$ cat src/rtl/hsid_vctr_sched_pkg.sv
// Shared types for the vector-engine scheduler: FSM state encoding and
// the job counter sizing helper.
package hsid_vctr_sched_pkg;

  typedef enum logic [2:0] {
    IDLE,
    START,
    LOAD,
    WAIT,
    DRAIN,
    RELEASE
  } state_t;

  // Wide enough to count 2*vl operand transfers.
  function automatic int cnt_width(input int vl);
    return $clog2(2 * vl + 1);
  endfunction

endpackage

$ cat src/rtl/hsid_rr_arbiter.sv
// Round-robin arbiter: one-hot grant from the rotating pointer; the pointer
// moves just past the current winner when adv is pulsed.
module hsid_rr_arbiter #(
  parameter int NUM_REQ = 2
) (
  input  logic               clk,
  input  logic               rst,
  input  logic [NUM_REQ-1:0] req,
  input  logic               adv,
  output logic [NUM_REQ-1:0] grant
);

  localparam int PW = (NUM_REQ > 1) ? $clog2(NUM_REQ) : 1;

  logic [PW-1:0]      ptr;
  logic [NUM_REQ-1:0] masked;
  logic               found;

  // Requests at or above the pointer win first, otherwise wrap to the lowest.
  always_comb begin
    masked = '0;
    grant  = '0;
    found  = 1'b0;
    for (int i = 0; i < NUM_REQ; i++) begin
      masked[i] = req[i] && (i >= int'(ptr));
    end
    for (int i = 0; i < NUM_REQ; i++) begin
      if (!found && masked[i]) begin
        grant[i] = 1'b1;
        found    = 1'b1;
      end
    end
    for (int i = 0; i < NUM_REQ; i++) begin
      if (!found && req[i]) begin
        grant[i] = 1'b1;
        found    = 1'b1;
      end
    end
  end

  always_ff @(posedge clk) begin
    if (rst) begin
      ptr <= '0;
    end else if (adv) begin
      for (int i = 0; i < NUM_REQ; i++) begin
        if (grant[i]) begin
          ptr <= (i == NUM_REQ - 1) ? '0 : PW'(i + 1);
        end
      end
    end
  end

endmodule

$ cat src/rtl/hsid_vctr_sched.sv
// Shares one two-operand vector engine among NUM_REQ requesters: round-robin
// grant, then start / load both operands / wait / drain results per job.
module hsid_vctr_sched
  import hsid_vctr_sched_pkg::*;
#(
  parameter int DATA_WIDTH    = 16,
  parameter int VECTOR_LENGTH = 8,
  parameter int NUM_REQ       = 2
) (
  input  logic                          clk,
  input  logic                          rst,
  input  logic [NUM_REQ-1:0]            req,
  output logic [NUM_REQ-1:0]            gnt,
  input  logic [NUM_REQ-1:0]            in_valid,
  input  logic [NUM_REQ*DATA_WIDTH-1:0] in_data,
  output logic [NUM_REQ-1:0]            in_ready,
  output logic [NUM_REQ-1:0]            out_valid,
  output logic [DATA_WIDTH-1:0]         out_data,
  output logic                          out_last,
  output logic                          busy,
  output logic                          eng_start,
  output logic                          eng_data_in_en,
  output logic                          eng_data_out_en,
  output logic [DATA_WIDTH-1:0]         eng_data_in,
  input  logic                          eng_idle,
  input  logic                          eng_ready,
  input  logic                          eng_done,
  input  logic [DATA_WIDTH-1:0]         eng_data_out
);

  localparam int              CW        = cnt_width(VECTOR_LENGTH);
  localparam logic [CW-1:0]   LOAD_LAST = CW'(2 * VECTOR_LENGTH - 1);
  localparam logic [CW-1:0]   DRAIN_N   = CW'(VECTOR_LENGTH);

  state_t                state, nstate;
  logic [CW-1:0]         cnt;
  logic [NUM_REQ-1:0]    arb_req, arb_gnt;
  logic                  adv, xfer;
  logic [DATA_WIDTH-1:0] sel_data;
  logic                  vld_p1, last_p1;

  // Once a job is running the arbiter sees only the holder, so the
  // release strobe advances the pointer past the actual winner.
  assign arb_req = (state == IDLE) ? req : gnt;
  assign adv     = (state == RELEASE) && eng_idle;

  hsid_rr_arbiter #(.NUM_REQ(NUM_REQ)) u_arb (
    .clk   (clk),
    .rst   (rst),
    .req   (arb_req),
    .adv   (adv),
    .grant (arb_gnt)
  );

  always_comb begin
    sel_data = '0;
    for (int i = 0; i < NUM_REQ; i++) begin
      if (gnt[i]) sel_data = sel_data | in_data[i*DATA_WIDTH +: DATA_WIDTH];
    end
  end

  assign xfer = (state == LOAD) && eng_ready && |(in_valid & gnt);

  always_ff @(posedge clk) begin
    if (rst) state <= IDLE;
    else     state <= nstate;
  end

  always_comb begin
    nstate = state;
    case (state)
      IDLE:    if (|req && eng_idle)             nstate = START;
      START:                                     nstate = LOAD;
      LOAD:    if (xfer && (cnt == LOAD_LAST))   nstate = WAIT;
      WAIT:    if (eng_done)                     nstate = DRAIN;
      DRAIN:   if (cnt == DRAIN_N)               nstate = RELEASE;
      RELEASE: if (eng_idle)                     nstate = IDLE;
      default:                                   nstate = IDLE;
    endcase
  end

  always_comb begin
    busy            = (state != IDLE);
    eng_start       = (state == START);
    in_ready        = gnt & {NUM_REQ{(state == LOAD) && eng_ready}};
    eng_data_in_en  = xfer;
    eng_data_in     = xfer ? sel_data : '0;
    eng_data_out_en = (state == DRAIN) && (cnt < DRAIN_N);
  end

  // Counter restarts on every state change, so it is zero on IDLE entry.
  always_ff @(posedge clk) begin
    if (rst || (state != nstate)) cnt <= '0;
    else if (xfer || (state == DRAIN)) cnt <= cnt + 1'b1;
  end

  always_ff @(posedge clk) begin
    if (rst)                                     gnt <= '0;
    else if ((state == IDLE) && (nstate == START)) gnt <= arb_gnt;
    else if (adv)                                gnt <= '0;
  end

  // Stage p1: result word returns from the engine one cycle after its issue.
  always_ff @(posedge clk) begin
    if (rst) begin
      vld_p1  <= 1'b0;
      last_p1 <= 1'b0;
    end else begin
      vld_p1  <= eng_data_out_en;
      last_p1 <= eng_data_out_en && (cnt == DRAIN_N - 1'b1);
    end
  end

  assign out_valid = gnt & {NUM_REQ{vld_p1}};
  assign out_last  = last_p1;
  assign out_data  = vld_p1 ? eng_data_out : '0;

endmodule

$ cat config.mk
export PLATFORM = sky130hd
export DESIGN_NAME = hsid_vctr_sched
export DESIGN_NICKNAME = d
export VERILOG_FILES = /design/src/rtl/hsid_vctr_sched_pkg.sv /design/src/rtl/hsid_rr_arbiter.sv /design/src/rtl/hsid_vctr_sched.sv
export SDC_FILE = /design/constraint.sdc
export NUM_CORES = 1
export LEC_CHECK = 0
export ABC_AREA = 0
export CORE_UTILIZATION = 50
export CTS_CLUSTER_DIAMETER = 50
export CTS_CLUSTER_SIZE = 40
export DETAILED_ROUTE_END_ITERATION = 7
export DONT_BUFFER_PORTS = 1
export GPL_ROUTABILITY_DRIVEN = 0
export PLACE_DENSITY_LB_ADDON = 0.3
export SYNTH_ARGS = -nofsm -noshare
export SYNTH_HDL_FRONTEND = slang
export SYNTH_HIERARCHICAL = 1
export SYNTH_SLANG_ARGS = --single-unit
$ cat constraint.sdc
create_clock -name clk -period 4.2 [get_ports clk]
set_clock_uncertainty 0.15 [all_clocks]
set_input_delay 1.26 -clock clk [delete_from_list [all_inputs] [get_ports clk]]
set_output_delay 1.26 -clock clk [all_outputs]
set_load 0.02 [all_outputs]
# Yosys cells after proc, flatten, opt, wreduce, memory -nomap -nowiden
# Index checks and enable logic that the tools add are counted.
[op_classes] eq_ne=10 mux=21 bitwise=4 order_cmp=2 n_addsub=1 n_reduce_logical=24
[ops] cell="$mux 16" count=4
[ops] cell="$pmux 3 s6" count=1
[ops] cell="$or 16x16->16" count=1
[ops] cell="$mux 3" count=5
[ops] cell="$logic_and 1x1->1" count=12
[ops] cell="$eq 5x4->1 const B" count=2
[ops] cell="$mux 1" count=8
[ops] cell="$and 2x2->2" count=3
[ops] cell="$eq 3x1->1 const B" count=2
[ops] cell="$eq 3x2->1 const B" count=2
[ops] cell="$eq 3x3->1 const B" count=2
[ops] cell="$mux 2" count=3
[ops] cell="$add 5x1->5 const B" count=1
[ops] cell="$eq 5x3->1 const B" count=1
[ops] cell="$lt 5x4->1 const B" count=1
[ops] cell="$reduce_bool 2->1" count=2
[ops] cell="$reduce_or 2->1" count=2
[ops] cell="$logic_not 1->1" count=3
[ops] cell="$logic_not 3->1" count=1
[ops] cell="$ne 3x3->1" count=1
[ops] cell="$reduce_bool 3->1" count=1
[ops] cell="$logic_or 1x1->1" count=2
[ops] cell="$reduce_and 2->1" count=1
[ops] cell="$ge 1x1->1 const A" count=1
[totals] register_bits=13 inputBits=57 out_inout_bits=43

# Depth between registers and ports, before layout
[depth] depth_word=15 depth_mapped=6 ltp_nobuf=6

# Hierarchy
# The synthesis kept the hierarchy.
[modules_own_cells] mod="hsid_vctr_sched" cells_each=141 seq_area_each_um2=240.2 n_inst=1 area_each_um2=1063.5
[modules_own_cells] mod="hsid_rr_arbiter" cells_each=7 seq_area_each_um2=20.0 n_inst=1 area_each_um2=65.1

# Worst setup path before layout
# No wires, ideal clock.
[synth_path] kind="input to output" start="in eng_ready" end="out eng_data_in[10]" path_stages=4 path_slack_ns=0.608 t_arrival_ns=2.182 path_cell_list="and4bb_4 -> nand2_1 -> clkbuf_1 -> nor2_1"
[synth_between] elab_chain_len=3
[synth_lines] element="start: declaration" line="hsid_vctr_sched.sv:26" text="input logic eng_ready,"
[synth_lines] element="$logic_and 1x1->1 (2 in a row)" line="hsid_vctr_sched.sv:62" text="assign xfer = (state == LOAD) && eng_ready && |(in_valid & gnt);"
[synth_lines] element="$mux 16" line="hsid_vctr_sched.sv:87" text="eng_data_in = xfer ? sel_data : '0;"
[synth_lines] element="end: declaration" line="hsid_vctr_sched.sv:24" text="output logic [DATA_WIDTH-1:0] eng_data_in,"
# Every way passes these cells.

# Worst setup path in the final report
[layout_path] start="in eng_ready" end="out eng_data_in[3]"
# The elaborated chain is that of the path after synthesis.

==> impl_metrics.toml <==
[outcome]
status = "finished clean"

[pwr]
finalPower_uw = 256
powerDensity_mw_per_mm2 = 221
static-leakage-power_uw = 0.000404
vdd_drop_max_v = 0.000153

[drt]
drt_iter0_drc = 18
first_pass_iters = 4
vias = 1091
drc_errors = 0
routed_wl_um = 2870
routedWlPerCell_um = 16.7
ant_nets = 0
vias_per_cell = 6.34

[synth]
syn_nets = 208
synth-edff-count = 0
netlist_area_mm2 = 0.00113
ys_ff_latch = 13
ys_seq_area_frac = 0.231
synthCells = 148
async_reset_ff_frac = 0
synth_cell_types = 39
yosysWarnings = 6
postSynthAreaPerCell_um2 = 7.63
ys.flop_type = "dfxtp_1"

[min_path]
whs_path_depth = 1
hp-class = "reg -> reg"
min_from = "cnt[4]"
worstHoldEndpoint = "vld_p1"

[setup_path]
crit_family = "simple AND/OR/NAND/NOR gates"
critPathBufInv = 0
r2r-end = "cnt[4]"
r2r_cells = 4
critPathKind = "in -> out"
regToRegSetupSlack_ps = 2250
path_max_fanout = 17
r2r-start = "state[0]"
start_kind = "input pin"
slowest_delay_ps = 450
cp_cell_sequence = "and4bb_4 -> nand2_1 -> nor2_1"
end_kind = "primary output"
arrival_ps = 2270
required_ps = 2790
critical_path.slowest_cell = "nor2_1"

[sta]
fmax_ghz = 0.272
slew_headroom = 0.557
layout_setup_ws_ps = 523
period_minus_slack_ps = 3680
fin_crit_sh = 0.876
slew_viol_final = 0
fin_setup_tns_ps = 0
hold_viol = 0
tightest_slew_ps = 659
rsz0062_at_grt = "no"
finalSetupViolCount = 0

[global_route]
grt_pass1_wl_um = 4370
antenna_found_initial = 0
grt-ovfl-total = 0
grt_max_degree = 22
grt.total_usage = 0.229
grt_pass1_vias = 959

[floorplanning]
die_w_um = 49.5
die_area_mm2 = 0.00245
placeableCoreArea_mm2 = 0.00204
io_pins = 100
start_util = 0.553
num_rows = 16
die_y_um = 49.5

[cells_and_area]
ff_latch_area_um2 = 260
fin_cells = 172
n_fill_cell = 210
n_antenna_cell = 0
multiInputGateArea_um2 = 782
drive_above_1_share = 0.117
utilization = 0.567
area_growth_pct = 2.66
fin_nets = 206

[cts]
clock_path_buffers = 2
cts_hold_buf = 0
numCtsBuffers = 3
ctsResizeCount = 0
clock-sinks = 13
cts_root_buf = "clkbuf_4"
clkLatencyLatePin_ps = 270
htree_num_levels = 1
clk_pin_slew_worst_paths_ps = 80
cts_setup_buffers = 0
cts_tree = "done"

[run]
maxCapViolCount = 0

[placed_design]
dp.cells = 168
port-buffer-count = 0
pre_cts_slack_ps = 527
hpwl_um = 2270
[worst max-delay path by stage]
stage,from,end,depth (start not counted)
2_1_floorplan,eng_ready,eng_data_in[10],4
3_3_place_gp,eng_ready,eng_data_in[2],3
3_5_place_dp,eng_ready,eng_data_in[3],3
4_1_cts,eng_ready,eng_data_in[7],3
5_1_grt,eng_ready,eng_data_in[6],3
6_report,eng_ready,eng_data_in[3],3
[per-layer routing]
metal  vias up  track usage  part of all wire
li1        524            -                 -
met1       506        0.265              0.40
met2        57        0.411              0.50
met3         4       0.0463             0.086
met4         0       0.0857            0.0098
met5         -            0                 0
[through the flow]
step / hold WS, ps / cell area (um2)
6_report: 367 / 1160
4_1_cts: 363 / 1160
2_1_floorplan: 304 / 1130
5_1_grt: 384 / 1160
3_5_place_dp: 350 / 1130
3_3_place_gp: 353 / 1130
[cell families after synthesis]
| family | count (synthesis) | synth area share |
|---|---|---|
| compound gates | 37 | 0.264 |
| buf+inv | 20 | 0.0765 |
| flops | 13 | 0.231 |
| fa+ha+maj | 3 | 0.0333 |
| xor+xnor | 1 | 0.00776 |
| mux | 5 | 0.0466 |
| simple gates | 69 | 0.341 |
[placed cells by master (no fill, tap or decap), types with 2 or more instances in the layout]
cell	count
clkbuf_4	3
dfxtp_1	13
inv_1	10
o2111ai_1	2
nand3_1	2
nor4_1	2
a22oi_1	16
nor3_1	5
a21oi_1	2
and2_1	22
nand2b_1	2
a21oi_2	3
mux2i_1	3
mux2_2	2
or3_1	3
nor2_1	21
a211oi_1	2
buf_4	2
nand2_1	2
ha_1	3
o21ai_0	2
a21boi_0	2
a41oi_1	2
and3_1	3
[power by group]
part | leakage, uW | internal, uW | switching, uW
Sequential | 0.000105 | 126 | 5.87
Combinational | 0.000284 | 20.0 | 28.7
Clock | 0.0000150 | 36.7 | 38.8
Total | 0.000404 | 183 | 73.3
[cells in the mapped netlist, types with 2 or more instances]
cell,count,share of area
nand3_1,2,0.0089
nor3_1,5,0.022
mux2_2,2,0.020
dfxtp_1,13,0.23
and3_1,3,0.017
mux2i_1,3,0.027
nor4_1,2,0.011
a41oi_1,2,0.016
a21oi_1,2,0.0089
nor2_1,21,0.070
buf_4,3,0.020
or3_1,3,0.017
a21oi_2,3,0.023
nand2_1,2,0.0067
a211oi_1,2,0.013
ha_1,3,0.033
nand2b_1,2,0.011
inv_1,10,0.033
a22oi_1,16,0.11
a21boi_0,2,0.013
clkbuf_1,6,0.020
o21ai_0,2,0.0089
o2111ai_1,2,0.016
and2_1,22,0.12
[final cells by class]
type | count | share of cell area
Sequential cell | 13 | 0.225
Timing Repair Buffer | 2 | 0.0130
Tap cell | 27 | 0.0292
Inverter | 11 | 0.0356
Multi-Input combinational cell | 115 | 0.675
Clock buffer | 4 | 0.0227
[flip-flops by register name, summed over array words and instances (netlist names)]
signal,flops
cnt,5
gnt,2
out_last,1
state,3
u_arb/ptr,1
vld_p1,1
Note: power is estimated with default switching activity, not from simulation.
